## src/rtl/uart_port_responder_if.sv

```systemverilog
// ----------------------------------------------------------------------------
// uart_port_responder_if
// Groups the CPU-side UART request/ack signals, the board serial pins and the
// receiver status flags into one bundle.
//   slave  : the responder (device side)
//   master : the CPU / board side that drives requests and the serial input
// Signals:
//   uartReadReq    CPU -> dev  request one received byte, held until ack
//   uartReadAck    dev -> CPU  one-cycle pulse, uartReadData valid
//   uartReadData   dev -> CPU  returned byte, holds until the next ack
//   uartWriteReq   CPU -> dev  request transmit of uartWriteData
//   uartWriteData  CPU -> dev  byte to transmit
//   uartWriteReady dev -> CPU  transmitter idle
//   uartRx         pin -> dev  serial input, idle high
//   uartTx         dev -> pin  serial output, idle high
//   rxOverflow     dev -> CPU  sticky, received byte dropped on full FIFO
//   rxFrameError   dev -> CPU  one-cycle pulse, bad stop bit
// ----------------------------------------------------------------------------
interface uart_port_responder_if;
   logic       uartReadReq;
   logic       uartReadAck;
   logic [7:0] uartReadData;
   logic       uartWriteReq;
   logic [7:0] uartWriteData;
   logic       uartWriteReady;
   logic       uartRx;
   logic       uartTx;
   logic       rxOverflow;
   logic       rxFrameError;

   modport slave (
      input  uartReadReq, uartWriteReq, uartWriteData, uartRx,
      output uartReadAck, uartReadData, uartWriteReady, uartTx,
             rxOverflow, rxFrameError
   );

   modport master (
      output uartReadReq, uartWriteReq, uartWriteData, uartRx,
      input  uartReadAck, uartReadData, uartWriteReady, uartTx,
             rxOverflow, rxFrameError
   );
endinterface

```

## src/rtl/uart_port_responder.sv

```systemverilog
// ----------------------------------------------------------------------------
// uart_port_responder
// Device-side end of the CPU UART request/ack interface. An 8N1 receiver
// feeds an RX FIFO that answers read requests; a single-byte 8N1 transmitter
// accepts write requests.
// Ports:
//   clk    system clock, rising edge
//   reset  asynchronous active-high reset
//   bus    uart_port_responder_if.slave (handshakes, serial pins, flags)
// Parameters:
//   CLKS_PER_BIT   clk cycles per serial bit (>= 4)
//   RX_FIFO_DEPTH  RX FIFO entries (power of two, >= 2)
// Configuration macro:
//   UART_LOOPBACK_EN  when defined the receiver listens to the internal TX
//                     stream, uartRx is ignored and uartTx is held high.
// ----------------------------------------------------------------------------
module uart_port_responder #(
   parameter int CLKS_PER_BIT  = 434,
   parameter int RX_FIFO_DEPTH = 4
) (
   input  logic                  clk,
   input  logic                  reset,
   uart_port_responder_if.slave  bus
);

   localparam int TW = $clog2(CLKS_PER_BIT);
   localparam int AW = $clog2(RX_FIFO_DEPTH);
   localparam logic [TW-1:0] BIT_LAST  = TW'(CLKS_PER_BIT - 1);
   localparam logic [TW-1:0] HALF_LAST = TW'(CLKS_PER_BIT / 2 - 1);

   // ------------------------------------------------------------------------
   // Transmitter
   // ------------------------------------------------------------------------
   typedef enum logic [1:0] {TX_IDLE, TX_START, TX_DATA, TX_STOP} tx_state_t;

   tx_state_t       tx_state_q, tx_state_d;
   logic [TW-1:0]   tx_timer_q, tx_timer_d;
   logic [2:0]      tx_idx_q, tx_idx_d;
   logic [7:0]      tx_shift_q, tx_shift_d;
   logic            tx_q, tx_d;
   logic            tx_ready;

   assign tx_ready = (tx_state_q == TX_IDLE);

   always_ff @(posedge clk or posedge reset) begin
      if (reset) begin
         tx_state_q <= TX_IDLE;
         tx_timer_q <= '0;
         tx_idx_q   <= '0;
         tx_shift_q <= '0;
         tx_q       <= 1'b1;
      end else begin
         tx_state_q <= tx_state_d;
         tx_timer_q <= tx_timer_d;
         tx_idx_q   <= tx_idx_d;
         tx_shift_q <= tx_shift_d;
         tx_q       <= tx_d;
      end
   end

   always_comb begin
      tx_state_d = tx_state_q;
      tx_timer_d = tx_timer_q;
      tx_idx_d   = tx_idx_q;
      tx_shift_d = tx_shift_q;
      tx_d       = 1'b1;
      unique case (tx_state_q)
         TX_IDLE: begin
            if (bus.uartWriteReq) begin
               tx_shift_d = bus.uartWriteData;
               tx_timer_d = '0;
               tx_state_d = TX_START;
            end
         end
         TX_START: begin
            if (tx_timer_q == BIT_LAST) begin
               tx_timer_d = '0;
               tx_idx_d   = '0;
               tx_state_d = TX_DATA;
            end else begin
               tx_timer_d = tx_timer_q + TW'(1);
            end
         end
         TX_DATA: begin
            if (tx_timer_q == BIT_LAST) begin
               tx_timer_d = '0;
               tx_shift_d = {1'b0, tx_shift_q[7:1]};
               if (tx_idx_q == 3'd7) begin
                  tx_state_d = TX_STOP;
               end else begin
                  tx_idx_d = tx_idx_q + 3'd1;
               end
            end else begin
               tx_timer_d = tx_timer_q + TW'(1);
            end
         end
         TX_STOP: begin
            if (tx_timer_q == BIT_LAST) begin
               tx_timer_d = '0;
               tx_state_d = TX_IDLE;
            end else begin
               tx_timer_d = tx_timer_q + TW'(1);
            end
         end
         default: tx_state_d = TX_IDLE;
      endcase
      // Line level is registered from the next state so the pin never glitches.
      case (tx_state_d)
         TX_START: tx_d = 1'b0;
         TX_DATA:  tx_d = tx_shift_d[0];
         default:  tx_d = 1'b1;
      endcase
   end

   // ------------------------------------------------------------------------
   // Receiver input selection and synchronizer
   // ------------------------------------------------------------------------
   logic rx_src;
`ifdef UART_LOOPBACK_EN
   assign rx_src     = tx_q;
   assign bus.uartTx = 1'b1;
`else
   assign rx_src     = bus.uartRx;
   assign bus.uartTx = tx_q;
`endif

   logic rx_meta_q, rx_sync_q, rx_prev_q;

   always_ff @(posedge clk or posedge reset) begin
      if (reset) begin
         rx_meta_q <= 1'b1;
         rx_sync_q <= 1'b1;
         rx_prev_q <= 1'b1;
      end else begin
         rx_meta_q <= rx_src;
         rx_sync_q <= rx_meta_q;
         rx_prev_q <= rx_sync_q;
      end
   end

   // ------------------------------------------------------------------------
   // Receiver FSM
   // ------------------------------------------------------------------------
   typedef enum logic [1:0] {RX_IDLE, RX_START, RX_DATA, RX_STOP} rx_state_t;

   rx_state_t       rx_state_q, rx_state_d;
   logic [TW-1:0]   rx_timer_q, rx_timer_d;
   logic [2:0]      rx_idx_q, rx_idx_d;
   logic [7:0]      rx_shift_q, rx_shift_d;
   logic            rx_push;
   logic            rx_frame_err;
   logic            frame_err_q;

   always_ff @(posedge clk or posedge reset) begin
      if (reset) begin
         rx_state_q  <= RX_IDLE;
         rx_timer_q  <= '0;
         rx_idx_q    <= '0;
         rx_shift_q  <= '0;
         frame_err_q <= 1'b0;
      end else begin
         rx_state_q  <= rx_state_d;
         rx_timer_q  <= rx_timer_d;
         rx_idx_q    <= rx_idx_d;
         rx_shift_q  <= rx_shift_d;
         frame_err_q <= rx_frame_err;
      end
   end

   always_comb begin
      rx_state_d   = rx_state_q;
      rx_timer_d   = rx_timer_q;
      rx_idx_d     = rx_idx_q;
      rx_shift_d   = rx_shift_q;
      rx_push      = 1'b0;
      rx_frame_err = 1'b0;
      unique case (rx_state_q)
         RX_IDLE: begin
            if (rx_prev_q && !rx_sync_q) begin
               rx_timer_d = '0;
               rx_state_d = RX_START;
            end
         end
         RX_START: begin
            // Half-bit re-check rejects short glitches and centres later samples.
            if (rx_timer_q == HALF_LAST) begin
               rx_timer_d = '0;
               rx_idx_d   = '0;
               rx_state_d = rx_sync_q ? RX_IDLE : RX_DATA;
            end else begin
               rx_timer_d = rx_timer_q + TW'(1);
            end
         end
         RX_DATA: begin
            if (rx_timer_q == BIT_LAST) begin
               rx_timer_d = '0;
               rx_shift_d = {rx_sync_q, rx_shift_q[7:1]};
               if (rx_idx_q == 3'd7) begin
                  rx_state_d = RX_STOP;
               end else begin
                  rx_idx_d = rx_idx_q + 3'd1;
               end
            end else begin
               rx_timer_d = rx_timer_q + TW'(1);
            end
         end
         RX_STOP: begin
            // Back to idle at mid stop bit so the next start edge is never missed.
            if (rx_timer_q == BIT_LAST) begin
               rx_timer_d   = '0;
               rx_state_d   = RX_IDLE;
               rx_push      = rx_sync_q;
               rx_frame_err = !rx_sync_q;
            end else begin
               rx_timer_d = rx_timer_q + TW'(1);
            end
         end
         default: rx_state_d = RX_IDLE;
      endcase
   end

   // ------------------------------------------------------------------------
   // RX FIFO and read responder
   // ------------------------------------------------------------------------
   logic [7:0]  fifo_mem [RX_FIFO_DEPTH];
   logic [AW:0] wr_ptr_q, rd_ptr_q;
   logic        fifo_empty, fifo_full;
   logic        pop, push_ok;
   logic        armed_q;
   logic        ack_q;
   logic [7:0]  read_data_q;
   logic        overflow_q;

   assign fifo_empty = (wr_ptr_q == rd_ptr_q);
   assign fifo_full  = (wr_ptr_q[AW] != rd_ptr_q[AW]) &&
                       (wr_ptr_q[AW-1:0] == rd_ptr_q[AW-1:0]);
   assign pop        = armed_q && bus.uartReadReq && !fifo_empty;
   // A simultaneous pop frees the slot, so a push into a full FIFO still lands.
   assign push_ok    = rx_push && (!fifo_full || pop);

   always_ff @(posedge clk) begin
      if (push_ok) begin
         fifo_mem[wr_ptr_q[AW-1:0]] <= rx_shift_q;
      end
   end

   always_ff @(posedge clk or posedge reset) begin
      if (reset) begin
         wr_ptr_q    <= '0;
         rd_ptr_q    <= '0;
         armed_q     <= 1'b1;
         ack_q       <= 1'b0;
         read_data_q <= '0;
         overflow_q  <= 1'b0;
      end else begin
         ack_q <= pop;
         if (pop) begin
            read_data_q <= fifo_mem[rd_ptr_q[AW-1:0]];
            rd_ptr_q    <= rd_ptr_q + (AW+1)'(1);
         end
         if (push_ok) begin
            wr_ptr_q <= wr_ptr_q + (AW+1)'(1);
         end
         if (rx_push && !push_ok) begin
            overflow_q <= 1'b1;
         end
         // One ack per request: re-arm only once the request has been dropped.
         if (!bus.uartReadReq) begin
            armed_q <= 1'b1;
         end else if (pop) begin
            armed_q <= 1'b0;
         end
      end
   end

   assign bus.uartReadAck    = ack_q;
   assign bus.uartReadData   = read_data_q;
   assign bus.uartWriteReady = tx_ready;
   assign bus.rxOverflow     = overflow_q;
   assign bus.rxFrameError   = frame_err_q;

endmodule

```

## src/flat_wrapper.sv

```systemverilog
// flat-port wrapper written by rule: the top's interface ports become plain ports
module uart_port_responder_flat 
#(
   parameter int CLKS_PER_BIT  = 434,
   parameter int RX_FIFO_DEPTH = 4
)
  (clk, reset, bus_uartReadReq, bus_uartWriteReq, bus_uartWriteData, bus_uartRx, bus_uartReadAck, bus_uartReadData, bus_uartWriteReady, bus_uartTx, bus_rxOverflow, bus_rxFrameError);
  uart_port_responder_if bus_i ();
  input  logic clk;
  input  logic reset;
  input wire logic [$bits(bus_i.uartReadReq)-1:0] bus_uartReadReq;
  input wire logic [$bits(bus_i.uartWriteReq)-1:0] bus_uartWriteReq;
  input wire logic [$bits(bus_i.uartWriteData)-1:0] bus_uartWriteData;
  input wire logic [$bits(bus_i.uartRx)-1:0] bus_uartRx;
  output wire logic [$bits(bus_i.uartReadAck)-1:0] bus_uartReadAck;
  output wire logic [$bits(bus_i.uartReadData)-1:0] bus_uartReadData;
  output wire logic [$bits(bus_i.uartWriteReady)-1:0] bus_uartWriteReady;
  output wire logic [$bits(bus_i.uartTx)-1:0] bus_uartTx;
  output wire logic [$bits(bus_i.rxOverflow)-1:0] bus_rxOverflow;
  output wire logic [$bits(bus_i.rxFrameError)-1:0] bus_rxFrameError;
  assign bus_i.uartReadReq = bus_uartReadReq;
  assign bus_i.uartWriteReq = bus_uartWriteReq;
  assign bus_i.uartWriteData = bus_uartWriteData;
  assign bus_i.uartRx = bus_uartRx;
  assign bus_uartReadAck = bus_i.uartReadAck;
  assign bus_uartReadData = bus_i.uartReadData;
  assign bus_uartWriteReady = bus_i.uartWriteReady;
  assign bus_uartTx = bus_i.uartTx;
  assign bus_rxOverflow = bus_i.rxOverflow;
  assign bus_rxFrameError = bus_i.rxFrameError;
  uart_port_responder #(.CLKS_PER_BIT(CLKS_PER_BIT), .RX_FIFO_DEPTH(RX_FIFO_DEPTH)) u_core (.clk(clk), .reset(reset), .bus(bus_i));
endmodule
```

## config.mk

```make
export PLATFORM = sky130hd
export DESIGN_NAME = uart_port_responder_flat
export DESIGN_NICKNAME = d
export VERILOG_FILES = /design/src/rtl/uart_port_responder_if.sv /design/src/rtl/uart_port_responder.sv /design/src/flat_wrapper.sv
export SDC_FILE = /design/constraint.sdc
export NUM_CORES = 1
export LEC_CHECK = 0
export ABC_CLOCK_PERIOD_IN_PS = 3100
export CORE_MARGIN = 2
export CORE_UTILIZATION = 30
export CTS_CLUSTER_DIAMETER = 40
export DETAILED_ROUTE_END_ITERATION = 8
export RECOVER_POWER = 50
export SLEW_MARGIN = 20
export SYNTH_ARGS = -nofsm -noshare
export SYNTH_HDL_FRONTEND = slang
export SYNTH_SLANG_ARGS = --single-unit
```

## constraint.sdc

```tcl
create_clock -name clk -period 3.1 [get_ports clk]
set_clock_uncertainty 0.2 [all_clocks]
set_input_delay 0.62 -clock clk [delete_from_list [all_inputs] [get_ports clk]]
set_output_delay 0.62 -clock clk [all_outputs]
set_load 0.01 [all_outputs]
```

==> impl_metrics.json <==
{
  "outcome": "finished, final reports clean",
  "rsz0062_at_grt": "no",
  "ys_ff_latch": 98,
  "via_count": 2755,
  "end_kind": "primary output",
  "nets": 402,
  "fmax_ghz": 0.380,
  "r2r_cells": 6,
  "syn_area_um2": 4490,
  "powerDensity_nw_per_um2": 727,
  "clk_path_buf_depth": 2,
  "ios": 26,
  "worst_ep_required_time_ns": 2.28,
  "setup_violations": 0,
  "synth_warnings": 0,
  "synth_cell_type_count": 58,
  "slew_headroom": 0.236,
  "crit_chain": "nor2_1 > buf_4 > clkdlybuf4s50_1",
  "post_cts_resized": 0,
  "grt_pass1_vias": 2783,
  "clockRootBuffer": "clkbuf_16",
  "coreArea_um2": 14600,
  "synthFlopType": "dfrtp_1",
  "min_to": "u_core.rx_sync_q",
  "synth_top_area_share": 0.340,
  "wire_per_inst_um": 14.0,
  "num-fill-cells": 1363,
  "final_antenna_net_count": 0,
  "crit_path_max_incr_delay_ns": 0.56,
  "viasPerCell": 4.88,
  "cellLeakagePower_uw": 0.00218,
  "ff2ff_setup_slack_ns": 0.66,
  "insertion_delay_ns": 0.34,
  "holdPathStages": 0,
  "cts_setup_buffers": 0,
  "initial_core_util": 0.307,
  "antenna_found_initial": 0,
  "crit_type": "reg -> out",
  "fp.dieH_um": 126,
  "drv_cap": 0,
  "clk_pin_slew_worst_paths_ns": 0.07,
  "synthTopCellsByArea": "dfrtp_1 (34%), edfxtp_1 (21%), mux2_2 (4.5%)",
  "placementRows": 44,
  "worstPathMaxFanout": 16,
  "cts_tree": "built",
  "grt_max_degree": 29,
  "drive_gt1_frac": 0.153,
  "drtIter0Drc": 185,
  "tightest_slew_ns": 1.14,
  "arrival_ns": 1.81,
  "dr.pass1.iters": 5,
  "hpwlAfterDp_um": 5570,
  "fin_crit_ns": 2.63,
  "post_synth_inst_count": 344,
  "cp-start-kind": "register",
  "hp-class": "reg -> reg",
  "fin_tns_setup_ns": 0,
  "grt_pass1_wl_um": 13700,
  "synthTopCellsByCount": "dfrtp_1 (61), edfxtp_1 (32), nand2_1 (27)",
  "route.detailed.drc": 0,
  "r2r-start": "u_core.rx_timer_q[1]",
  "cts_hold_buffers": 0,
  "finalHoldViolations": 0,
  "report.final.slew_viol_count": 0,
  "async_reset_ff_frac": 0.673,
  "track_usage": 0.106,
  "slowest_stage": "clkdlybuf4s50_1",
  "hold_start": "u_core.rx_meta_q",
  "antenna_cells": 0,
  "die_area_um2": 15900,
  "timing.hold.ws_ns": 0.174,
  "seq_area_frac_synth": 0.584,
  "synthToLayoutAreaGrowth_pct": 18.1,
  "htree_levels": 3,
  "syn_avg_cell_area_um2": 13.0,
  "synth_largest_area_cell": "dfrtp_1",
  "fp.dieW_um": 126,
  "min_period_over_period": 0.848,
  "numCtsBuffers": 9,
  "ir_drop_mv": 0.305,
  "gp_congestion": 0.781,
  "synth_most_common_cell": "dfrtp_1",
  "synth_edf_count": 32,
  "final_core_util": 0.363,
  "reg2reg_to": "u_core.fifo_mem[0][2]",
  "cts.sinks": 98,
  "overflow": 0,
  "drt-total-wl_um": 7870,
  "syn-num-nets": 371,
  "portBuffers": 25
}
-- flip-flops by register name, summed over array words and instances (netlist names), named ones only --
name	cells
u_core.fifo_mem	32
u_core.rx_timer_q	9
u_core.tx_timer_q	9
u_core.bus.uartReadData	8
u_core.rx_shift_q	8
u_core.tx_shift_q	8
u_core.rd_ptr_q	3
u_core.rx_idx_q	3
u_core.tx_idx_q	3
u_core.wr_ptr_q	3
u_core.tx_state_q	2
u_core.armed_q	1
u_core.bus.rxFrameError	1
u_core.bus.rxOverflow	1
u_core.bus.uartReadAck	1
u_core.bus.uartTx	1
u_core.rx_meta_q	1
u_core.rx_prev_q	1
u_core.rx_state_q	1
u_core.rx_sync_q	1
-- how the worst max path moves through the flow --
stage / start / to / slack [ns]
finish: u_core.tx_state_q[0] / bus_uartWriteReady / 0.47
detailed placement: bus_uartReadReq / u_core.fifo_mem[0][5] / 0.45
global route: u_core.tx_state_q[0] / bus_uartWriteReady / 0.37
CTS: u_core.tx_state_q[0] / bus_uartWriteReady / 0.45
floorplan: reset / async pin / 0.63
global placement: bus_uartReadReq / u_core.fifo_mem[1][4] / 0.46
-- critical path, delay by kind of cell (launching register included) --
kind | cells | cell delay, ns
AND/OR/NAND/NOR | 1 | 0.16
flip-flops | 1 | 0.54
buffers and inverters | 2 | 0.77
-- cells by family (layout without fill, tap and decap cells) --
family | after synthesis | in the layout | synth area share
XOR/XNOR | 14 | 14 | 0.0273
multiplexers | 26 | 26 | 0.0854
adder cells (fa/ha/maj) | 14 | 14 | 0.0391
AND/OR/NAND/NOR | 95 | 95 | 0.124
AO/OA/AOI/OAI | 68 | 68 | 0.110
flip-flops | 98 | 98 | 0.584
buffers and inverters | 29 | 65 | 0.0296
-- power by group --
group | internal (uW) | total [uW] | switching (uW) | leakage, uW
sequential | 1540 | 1770 | 226 | 0.00118
combinational | 446 | 790 | 344 | 0.000835
clock | 796 | 1290 | 498 | 0.000167
total | 2790 | 3850 | 1070 | 0.00218
-- routing by layer --
| layer | vias up | global-route usage | share of wire |
|---|---|---|---|
| met1 | 1364 | 0.136 | 0.47 |
| li1 | 1349 | - | - |
| met5 | - | 0 | 0 |
| met2 | 33 | 0.176 | 0.49 |
| met4 | 0 | 0.0543 | 0.016 |
| met3 | 9 | 0.0149 | 0.024 |
-- placed cells by master (no fill, tap or decap), types with 4 or more instances in the layout --
cell | netlist | routed
ha_1 | 14 | 14
mux4_2 | 8 | 8
nor2_1 | 13 | 13
a32o_1 | 4 | 4
a21oi_1 | 4 | 4
edfxtp_1 | 32 | 32
mux2_2 | 18 | 18
nor3_1 | 10 | 10
nand2_1 | 27 | 27
dfrtp_1 | 61 | 61
and2_1 | 4 | 4
nand3_1 | 8 | 8
a221o_1 | 7 | 7
inv_1 | 17 | 17
clkdlybuf4s50_1 | 0 | 23
a31oi_1 | 4 | 4
clkbuf_16 | 0 | 9
a22o_1 | 6 | 6
and3_1 | 8 | 8
dfstp_2 | 5 | 4
xor2_1 | 4 | 4
o21ai_0 | 22 | 22
xnor2_1 | 10 | 10
-- per-stage QoR --
| step | total power (uW) | setup WS (ns) | area [um2] | std cells |
|---|---|---|---|---|
| finish | 3850 | 0.471 | 5300 | 564 |
| global route | 4090 | 0.369 | 5300 | 564 |
| CTS | 3910 | 0.453 | 5310 | 564 |
| detailed placement | 2600 | 0.449 | 4960 | 548 |
| global placement | 2570 | 0.457 | 4960 | 548 |
| floorplan | 2350 | 0.633 | 4490 | 344 |
-- layout make-up --
class	count	area, um2	share of cell area
timing repair buffer	32	304	0.0574
multi-input combinational	217	1730	0.327
clock inverter	7	124	0.0234
inverter	17	63.8	0.0120
clock buffer	9	225	0.0425
tap	184	230	0.0434
sequential	98	2620	0.494
No activity file was read; power rests on OpenSTA's default activity.
